<file path="src/rtl/pwm_capture.sv">
// rtl/pwm_capture.sv - PWM high-time and period capture with stuck detection
// Measures rise-fall-rise sequences and hands results to a valid/ready consumer.
module pwm_capture #(
   parameter int CNT_W       = 16,
   parameter int SYNC_STAGES = 2,
   parameter int TIMEOUT     = 1000
) (
   input  logic             clk,
   input  logic             rst,
   input  logic             pwm_in,
   input  logic             meas_ready,
   output logic             meas_valid,
   output logic [CNT_W-1:0] meas_high,
   output logic [CNT_W-1:0] meas_period,
   output logic             stuck,
   output logic             stuck_level,
   output logic             overrun,
   input  logic             clr_overrun
);

   localparam logic [CNT_W-1:0] TIMEOUT_V = CNT_W'(TIMEOUT);
   localparam logic [CNT_W-1:0] ONE       = CNT_W'(1);

   typedef enum logic [1:0] {IDLE, ARMED, HIGH, LOW} state_t;

   logic [SYNC_STAGES-1:0] sync_q;
   logic                   s;
   logic                   p;
   logic                   rise;
   logic                   fall;

   state_t                 state;
   state_t                 state_nx;
   logic [CNT_W-1:0]       cnt;
   logic [CNT_W-1:0]       cnt_nx;
   logic [CNT_W-1:0]       cnt_inc;
   logic [CNT_W-1:0]       hi;
   logic [CNT_W-1:0]       hi_nx;
   logic                   complete;
   logic                   timeout;
   logic                   drop;

   // Flops preset to 1 so a low input right after reset reads as a fall.
   always_ff @(posedge clk) begin
      if (rst) begin
         sync_q <= '1;
         p      <= 1'b1;
      end else begin
         sync_q <= {sync_q[SYNC_STAGES-2:0], pwm_in};
         p      <= s;
      end
   end

   assign s    = sync_q[SYNC_STAGES-1];
   assign rise = s & ~p;
   assign fall = ~s & p;

   always_ff @(posedge clk) begin
      if (rst) begin
         state <= IDLE;
         cnt   <= '0;
         hi    <= '0;
      end else begin
         state <= state_nx;
         cnt   <= cnt_nx;
         hi    <= hi_nx;
      end
   end

   // Saturating increment keeps cnt at or below TIMEOUT.
   assign cnt_inc = (cnt == TIMEOUT_V) ? cnt : cnt + ONE;

   always_comb begin
      state_nx = state;
      cnt_nx   = cnt;
      hi_nx    = hi;
      complete = 1'b0;
      timeout  = 1'b0;
      case (state)
         IDLE: begin
            if (fall) state_nx = ARMED;
         end
         ARMED: begin
            if (rise) begin
               state_nx = HIGH;
               cnt_nx   = ONE;
            end
         end
         HIGH: begin
            if (fall) begin
               hi_nx    = cnt;
               state_nx = LOW;
               cnt_nx   = cnt_inc;
            end else if (cnt == TIMEOUT_V) begin
               timeout = 1'b1;
            end else begin
               cnt_nx = cnt_inc;
            end
         end
         LOW: begin
            if (rise) begin
               complete = 1'b1;
               state_nx = HIGH;
               cnt_nx   = ONE;
            end else if (cnt == TIMEOUT_V) begin
               timeout = 1'b1;
            end else begin
               cnt_nx = cnt_inc;
            end
         end
         default: state_nx = IDLE;
      endcase
      if (timeout) state_nx = s ? IDLE : ARMED;
   end

   assign drop = complete & meas_valid & ~meas_ready;

   always_ff @(posedge clk) begin
      if (rst) begin
         meas_valid  <= 1'b0;
         meas_high   <= '0;
         meas_period <= '0;
         stuck       <= 1'b0;
         stuck_level <= 1'b0;
         overrun     <= 1'b0;
      end else begin
         if (complete && !drop) begin
            meas_valid  <= 1'b1;
            meas_high   <= hi;
            meas_period <= cnt;
         end else if (meas_valid && meas_ready) begin
            meas_valid <= 1'b0;
         end
         overrun <= drop | (overrun & ~clr_overrun);
         if (timeout) begin
            stuck       <= 1'b1;
            stuck_level <= s;
         end else if (state == ARMED && state_nx == HIGH) begin
            stuck <= 1'b0;
         end
      end
   end

endmodule

</file>
<file path="config.mk">
export PLATFORM = sky130hd
export DESIGN_NAME = pwm_capture
export DESIGN_NICKNAME = d
export VERILOG_FILES = /design/src/rtl/pwm_capture.sv
export SDC_FILE = /design/constraint.sdc
export NUM_CORES = 1
export LEC_CHECK = 0
export ABC_AREA = 1
export CAP_MARGIN = 20
export CORE_MARGIN = 2
export CORE_UTILIZATION = 48
export CTS_BUF_LIST = sky130_fd_sc_hd__clkbuf_8 sky130_fd_sc_hd__clkbuf_16
export CTS_CLUSTER_SIZE = 40
export DETAILED_ROUTE_END_ITERATION = 10
export PLACE_DENSITY_LB_ADDON = 0.2
export SETUP_SLACK_MARGIN = 0.2
export SYNTH_ARGS = -nofsm -noshare
export SYNTH_HDL_FRONTEND = slang
export SYNTH_SLANG_ARGS = --single-unit
</file>
<file path="constraint.sdc">
create_clock -name clk -period 1.4 [get_ports clk]
set_input_delay 0.28 -clock clk [delete_from_list [all_inputs] [get_ports clk]]
set_output_delay 0.28 -clock clk [all_outputs]
set_load 0.05 [all_outputs]
</file>
**Yosys cells after proc, flatten, opt, wreduce, memory -nomap -nowiden**

Cells that the tools add are included.

- $add $sub $neg: 1
- Equal/unequal tests: 6
- Mux-type cells: 22
- Bitwise logic cells: 10
- Reduce and logical (&&, ||, !) cells: 11

Operators with widths:

| operator | number |
|---|---|
| $mux 16 | 5 |
| $pmux 16 s3 | 1 |
| $add 16x1->16 const B | 1 |
| $eq 16x10->1 const B | 1 |
| $mux 1 | 10 |
| $mux 2 | 4 |
| $eq 2x2->1 const B | 3 |
| $pmux 2 s3 | 1 |
| $and 1x1->1 | 5 |
| $not 1->1 | 4 |
| $reduce_and 2->1 | 2 |
| $reduce_bool 2->1 | 2 |
| $logic_and 1x1->1 | 3 |
| $reduce_bool 3->1 | 1 |
| $eq 2x1->1 const B | 1 |
| $logic_not 2->1 | 1 |
| $ne 2x2->1 const B | 1 |
| $pmux 1 s2 | 1 |
| $reduce_or 2->1 | 1 |
| $logic_not 1->1 | 1 |
| $or 1x1->1 | 1 |

- Register bits after elaboration: 73
- Input bits: 5
- Output and inout port bits: 36
- Word-level logic and storage cells: 61

**Logic depth before layout (Yosys ltp)**

Gate-level depths: netlist of the first run.

- Depth after elaboration: 9
- Mapped depth: 10
- Mapped depth without buffers: 10

**Least setup slack after synthesis of the first run**

OpenSTA, ideal clock, no wires.

- Path type: register to register
- From: register meas_valid
- To: register meas_high[3]
- Library setup time: 0.071 ns
- Arrival time: 1.461 ns
- Required time: 1.329 ns
- Path slack: -0.132 ns
- Stages on the path, launching flop included: 8
- Period minus slack after synthesis: 1.532 ns
- Cell sequence: dfxtp_1 -> inv_1 -> nor2_1 -> clkinv_1 -> nand2_2 -> buf_2 -> nand2_1 -> a21oi_1

- Cells in the longest elaborated chain, start to end: 4

Ends and longest elaborated chain:

| what | line | text |
|---|---|---|
| from (decl) | 12 | `output logic meas_valid,` |
| from (signal assigned) | 120 | `meas_valid <= 1'b0;` |
| from (signal assigned) | 128 | `meas_valid <= 1'b1;` |
| from (signal assigned) | 132 | `meas_valid <= 1'b0;` |
| $and 1x1->1 (2 in series) | 116 | `assign drop = complete & meas_valid & ~meas_ready;` |
| $logic_not 1->1 | 127 | `if (complete && !drop) begin` |
| $logic_and 1x1->1 | 127 |  |
| to (signal assigned) | 129 | `meas_high <= hi;` |
| to (decl) | 13 | `output logic [CNT_W-1:0] meas_high,` |

Every way passes these cells.
A chain may end at the register's enable or synchronous reset.

**Worst setup path in the final report of the first run**

- From: register cnt[1]
- To: register cnt[12]

- Cells in the longest elaborated chain, start to end: 5
- Elaborated cells between the ends (all ways): 7
- Those cells by class: 1 x add/sub; 1 x eq/ne; 5 x mux

Ends and longest elaborated chain:

| what | line | text |
|---|---|---|
| from (decl) | 34 | `logic [CNT_W-1:0] cnt;` |
| from (signal assigned) | 65 | `cnt <= cnt_nx;` |
| $add 16x1->16 or $eq 16x10->1 (tied branches) | 71, 94, 105 |  |
| $mux 16 | 71 | `assign cnt_inc = (cnt == TIMEOUT_V) ? cnt : cnt + ONE;` |
| $mux 16 | 94, 105 |  |
| $mux 16 (on tied branches) | 101, 90 |  |
| $pmux 16 s3 * | 79 | `case (state)` |

Mark *: on every way between the ends. The rest lies on a longest branch, timed or not.

==> metrics.md, run 1 <==
| Metric | Value |
|---|---|
| Num CTS Buffers | `9` |
| WL final | `8740 µm` |
| Sequential Power Share | `52.1%` |
| Most common cell after layout, fill and taps aside | `dfxtp_1` |
| Core region area | `0.00589 mm²` |
| LEAKAGE | `0.00178 µW` |
| WL per Instance | `16.4 µm` |
| Path depth of the worst reg2reg path | `8` |
| Site Rows | `28` |
| Inserted Diodes | `0` |
| Number of synthesis warnings | `0` |
| Fin crit period | `1350 ps` |
| Placed insts | `495` |
| Unrepaired setup endpoints after global routing | `yes` |
| Worst-Skew Late Latency | `330 ps` |
| Nets@finish | `461` |
| Crit path arrival time | `1570 ps` |
| Status | `complete, no violations` |
| Largest net degree at the start of global routing | `34` |
| Drt pass-1 iters | `6` |
| Setup violators final | `0` |
| Final Hold Viols | `0` |
| DRT antenna net count | `0` |
| Yosys cell types | `31` |
| Sw Ratio | `21.4%` |
| # IOs | `41` |
| Die Wd | `81.9 µm` |
| Synth async-reset ratio | `0%` |
| Overall Global Routing Usage | `21.3%` |
| Largest area contributor in the netlist | `dfxtp_1` |
| Clock share of power | `45.3%` |
| Measured slew at the worst slew-check pin | `338 ps` |
| GR Overflow Total | `0` |
| FMAX | `740 MHz` |
| Post-Syn Nets | `389` |
| Crit end category | `register` |
| Post-Syn Instances | `382` |
| Register area | `0.00151 mm²` |
| PwrDens | `822 mW/mm²` |
| Vias | `3010` |
| CTS tree | `yes` |
| HPWL Detailed | `4530 µm` |
| Sequential cell area fraction in the yosys report | `50.2%` |
| FF+latch count, synth | `73` |
| EDFF count, synth | `0` |
| Multi-input logic area | `0.00169 mm²` |
| Iter 0 DRT Violations | `275` |
| Layout cells sized above 1 | `47.5%` |
| Number of antenna violations at the first check in global routing | `0` |
| MaxCap Viol Count | `0` |
| Synth-to-Final Area Change | `66.2%` |
| First-pass GRT wire length | `10900 µm` |
| Fin worst setup slack | `47.9 ps` |
| Vias in the first global route | `2371` |
| HP Class | `register to register` |
| Fin util | `82.1%` |
| Fill count | `332` |
| Port buffer count | `40` |
| GP Congestion | `0.874` |
| Comb pwr share | `2.6%` |
| Residual DRC | `0` |
| Critical-path top delay cell | `dfxtp_4` |
| Synth top area share | `50.2%` |
| H-tree depth | `3` |
| Slew Viols, Final | `0` |
| Worst IR Drop VDD | `0.671 mV` |
| Largest stage delay, worst path | `400 ps` |
| Net Sw Power | `850 µW` |
| Commonest cells after routing, fill and taps aside | `dfxtp_1, buf_12, nand3_1, nor2_1, nand2_1` |
| Hold path cells | `1` |
| Synthesized area per cell | `7.62 µm²` |
| CTS Buffer Depth | `2` |
| Die height | `81.9 µm` |
| Pint | `3120 µW` |
| Slew headroom | `77.5%` |
| Syn Std Cell Area | `0.00291 mm²` |
| Post-synth top flop | `dfxtp_1` |
| Flop-to-flop setup slack | `50 ps` |
| CTS root buf | `clkbuf_8` |
| Startpoint Class | `register` |
| Die ar. | `0.00670 mm²` |
| Post-route non-filler standard cell count | `534` |
| CP Max Fanout | `5` |
| Worst Skew | `6.69 ps` |
| Initial Util | `49.4%` |
| Required time worst endpoint | `1620 ps` |
| Crit share post-route | `96.6%` |
| Worst-path clk slew | `70 ps` |
| Avg Vias per Cell | `5.64` |
| Most used cell along the critical path | `nand3_4` |
| Clock sinks | `73` |
| Crit Path Category | `register to register` |
| Synth area leaders | `dfxtp_1, nand2_1, a21oi_1` |
| Worst path cell trace | `ha_4 -> nand2_4 -> inv_4 -> nand3_4 -> nor2_4 -> nand3_4 -> o21ai_2 -> nor2_1` |
| Dpl ws | `-95.0 ps` |
==> power groups by stage <==
stage	clock, µW	combinational, µW	sequential, µW
final	1800	104	2070
after CTS	1800	86.1	2080
after global placement	0	80.4	2130
after detailed placement	0	82.8	2130
after global routing	1900	112	2070
after floorplan	0	50.9	2130
==> per-layer routing <==
metal	vias up	part of all wire [%]	GRT usage, %
met3	34	5.1	4.62
li1	1411	-	-
met2	131	50	33.8
met5	-	0	0
met1	1434	41	29.3
met4	0	3.3	5.50
==> path summary, 6_finish.rpt <==
kind,to,startpoint
hold / removal,sync_q[1]$_SDFF_PP1_,sync_q[0]$_SDFF_PP1_
setup reg to reg,cnt[12]$_SDFFE_PP0P_,cnt[1]$_SDFFE_PP0P_
setup / recovery,cnt[12]$_SDFFE_PP0P_,cnt[1]$_SDFFE_PP0P_
hold reg to reg,sync_q[1]$_SDFF_PP1_,sync_q[0]$_SDFF_PP1_
==> timing repair <==
action	CTS	global route
gates resized for setup	30	129
pin swaps	12	13
hold buffers	0	0
endpoints found under the setup margin	57	71
cloned	0	5
buffers inserted	8	10
==> kinds of logic after synthesis <==
family	after synthesis	share of synthesized area, %
flip-flops	73	50.2
adder cells (fa/ha/maj)	2	0.860
XOR/XNOR	2	0.602
AO/OA/AOI/OAI	77	13.7
AND/OR/NAND/NOR	180	27.4
buffers and inverters	48	7.18
==> worst max-delay path: cells and delay by family (launching register included) <==
| kind | cells | cell delay (ps) |
|---|---|---|
| buffers and inverters | 1 | 50 |
| AO/OA/AOI/OAI | 1 | 170 |
| adder cells (fa/ha/maj) | 1 | 150 |
| AND/OR/NAND/NOR | 5 | 460 |
| flip-flops | 1 | 400 |
==> flip-flops by register name, summed over array words and instances (netlist names) <==
register / flops
stuck_level: 1
meas_valid: 1
cnt: 16
meas_high: 16
stuck: 1
overrun: 1
hi: 16
p: 1
sync_q: 2
state: 2
meas_period: 16
==> stage by stage <==
| step | setup TNS, ps | area (µm²) | hold slack (ps) | power [µW] |
|---|---|---|---|---|
| 2_1_floorplan | 0 | 2960 | 384 | 2180 |
| 3_3_place_gp | -1010 | 3880 | 401 | 2210 |
| 6_report | 0 | 4830 | 420 | 3970 |
| 4_1_cts | 0 | 4230 | 425 | 3960 |
| 3_5_place_dp | -2010 | 3880 | 405 | 2210 |
| 5_1_grt | -55.5 | 4830 | 436 | 4080 |
==> cell usage after synthesis (3+ instances only) <==
| cell type | n |
|---|---|
| nand2_1 | 74 |
| o21ai_0 | 22 |
| nand4_1 | 3 |
| nand2_2 | 3 |
| inv_1 | 22 |
| clkbuf_1 | 8 |
| nor3_1 | 4 |
| inv_2 | 3 |
| buf_2 | 5 |
| nand3_1 | 41 |
| a21oi_1 | 51 |
| dfxtp_1 | 73 |
| nor2_1 | 44 |
| buf_4 | 5 |
==> area by class of cell <==
cell class | count | area share, %
Inverter | 28 | 2.56
Multi-Input combinational cell | 261 | 34.9
Clock buffer | 12 | 3.65
Timing Repair Buffer | 81 | 24.8
Tap cell | 75 | 1.94
Clock inverter | 4 | 0.984
Sequential cell | 73 | 31.2
Note: power is estimated with default switching activity, not from simulation.
==> inputs of run 2 (changes only) <==
--- a/config.mk
+++ b/config.mk
@@ -12,7 +12,7 @@
 export CTS_BUF_LIST = sky130_fd_sc_hd__clkbuf_8 sky130_fd_sc_hd__clkbuf_16
 export CTS_CLUSTER_SIZE = 40
 export DETAILED_ROUTE_END_ITERATION = 10
-export PLACE_DENSITY_LB_ADDON = 0.2
+export PLACE_DENSITY_LB_ADDON = 0.15
 export SETUP_SLACK_MARGIN = 0.2
 export SYNTH_ARGS = -nofsm -noshare
 export SYNTH_HDL_FRONTEND = slang
==> metrics.md, run 2 (synthesis gave the netlist of run 1 again) <==
| Metric | Value |
|---|---|
| Status | `complete, no violations` |
| Fin crit period | `1360 ps` |
| Site Rows | `28` |
| Initial Util | `49.4%` |
| Largest net degree at the start of global routing | `34` |
| Fin util | `83.8%` |
| Residual DRC | `0` |
| CTS root buf | `clkbuf_8` |
| Synth-to-Final Area Change | `69.6%` |
| Unrepaired setup endpoints after global routing | `yes` |
| Num CTS Buffers | `9` |
| Nets@finish | `459` |
| MaxCap Viol Count | `0` |
| Total power | `4150 µW` |
| HP Class | `input pin to register` |
| LEAKAGE | `0.00181 µW` |
| Overall Global Routing Usage | `21.4%` |
| Setup TNS | `0 ps` |
| WL per Instance | `15.9 µm` |
| # IOs | `41` |
| Crit end category | `register` |
| Core region area | `0.00589 mm²` |
| Iter 0 DRT Violations | `157` |
| DRT antenna net count | `0` |
| FMAX | `738 MHz` |
| Vias in the first global route | `2429` |
| Layout cells sized above 1 | `49.5%` |
| WL final | `8490 µm` |
| Worst-path clk slew | `80 ps` |
| First-pass GRT wire length | `11000 µm` |
| PwrDens | `842 mW/mm²` |
| Slew headroom | `75.5%` |
| Required time worst endpoint | `1620 ps` |
| Die ar. | `0.00670 mm²` |
| Crit share post-route | `96.8%` |
| Inserted Diodes | `0` |
| CTS Buffer Depth | `2` |
| CTS tree | `yes` |
| Crit path arrival time | `1570 ps` |
| Setup violators final | `0` |
| CP Max Fanout | `4` |
| Slew Viols, Final | `0` |
| Port buffer count | `40` |
| Worst Skew | `11.5 ps` |
| Vias | `2885` |
| Number of antenna violations at the first check in global routing | `0` |
| Worst IR Drop VDD | `0.683 mV` |
| Die Wd | `81.9 µm` |
| GR Overflow Total | `0` |
| Commonest cells after routing, fill and taps aside | `dfxtp_1, buf_12, nand3_1, nor2_1, nand2_1` |
| Final Hold Viols | `0` |
| H-tree depth | `3` |
| Avg Vias per Cell | `5.42` |
| Crit Path Category | `register to register` |
| Measured slew at the worst slew-check pin | `368 ps` |
| DP Area | `0.00390 mm²` |
| Drt pass-1 iters | `4` |
| Most common cell after layout, fill and taps aside | `dfxtp_1` |
| GP Congestion | `0.847` |
| Clock sinks | `73` |
| Post-route cell area | `0.00493 mm²` |
| Hold Buf Count CTS | `0` |
| Startpoint Class | `register` |
| Die height | `81.9 µm` |
| Worst-Skew Late Latency | `350 ps` |
| HPWL Detailed | `4580 µm` |
## run 2: changes by cell type in the layout (fill, tap and decap cells not counted), moves of 4 or more
cell / change
dfxtp_2: +7
o21ai_2: +5
buf_4: -5
dfxtp_4: -4
nand2_4: +7
nand2_2: -8
## run 2: timing repair
action	4_1_cts	5_1_grt
endpoints found under the setup margin	64	73
pin swaps	14	19
gates cloned	0	6
gates resized for setup	46	137
buffers inserted	7	4
## run 2: cell type report
type,instances,area [µm²]
clock inverters,6,95.1
flip-flops and latches,73,1500
fillers,314,952
repair inverters,1,11.3
multi-input cells,261,1750
clock buffers,10,149
well taps,75,93.8
inverters,28,131
repair buffers,78,1210
## run 2: worst paths after layout
| kind | start | to | slack (ps) | cells past startpoint |
|---|---|---|---|---|
| setup reg to reg | cnt[9]$_SDFFE_PP0P_ | state[0]$_SDFF_PP0_ | 40 | 9 |
| setup / recovery | cnt[9]$_SDFFE_PP0P_ | state[0]$_SDFF_PP0_ | 40 | 9 |
| hold / removal | rst | sync_q[0]$_SDFF_PP1_ | 250 | 2 |
| hold reg to reg | sync_q[0]$_SDFF_PP1_ | sync_q[1]$_SDFF_PP1_ | 430 | 1 |
## run 2: power by group
group          switching, µW  total (µW)  internal, µW
clock network            834        1960          1130
registers               5.02        2080          2070
logic                   74.0         114          40.0
## run 2: worst max-delay path, cell delays in order, from the launching register on
cell	delay, ps
dfxtp_2	380
nand2_1	100
inv_2	90
nand2_1	70
nor2_1	160
nand2_2	100
inv_2	90
nand3_1	110
nand2_1	90
nor2_1	40
## run 2: metal layers
metal	vias up	routed length [µm]	GRT usage (%)
met2	97	4330	33.3
met1	1371	3510	29.3
met4	0	143	8.33
li1	1404	-	-
met3	13	498	4.29
met5	-	0	0
## run 2: through the flow
stage	std cells	worst slack, ps	hold slack, ps
after floorplan	382	199	384
after global placement	499	-47.1	408
after detailed placement	499	-88.4	406
after CTS	522	131	431
after global routing	532	-79.9	286
final	532	44.9	248
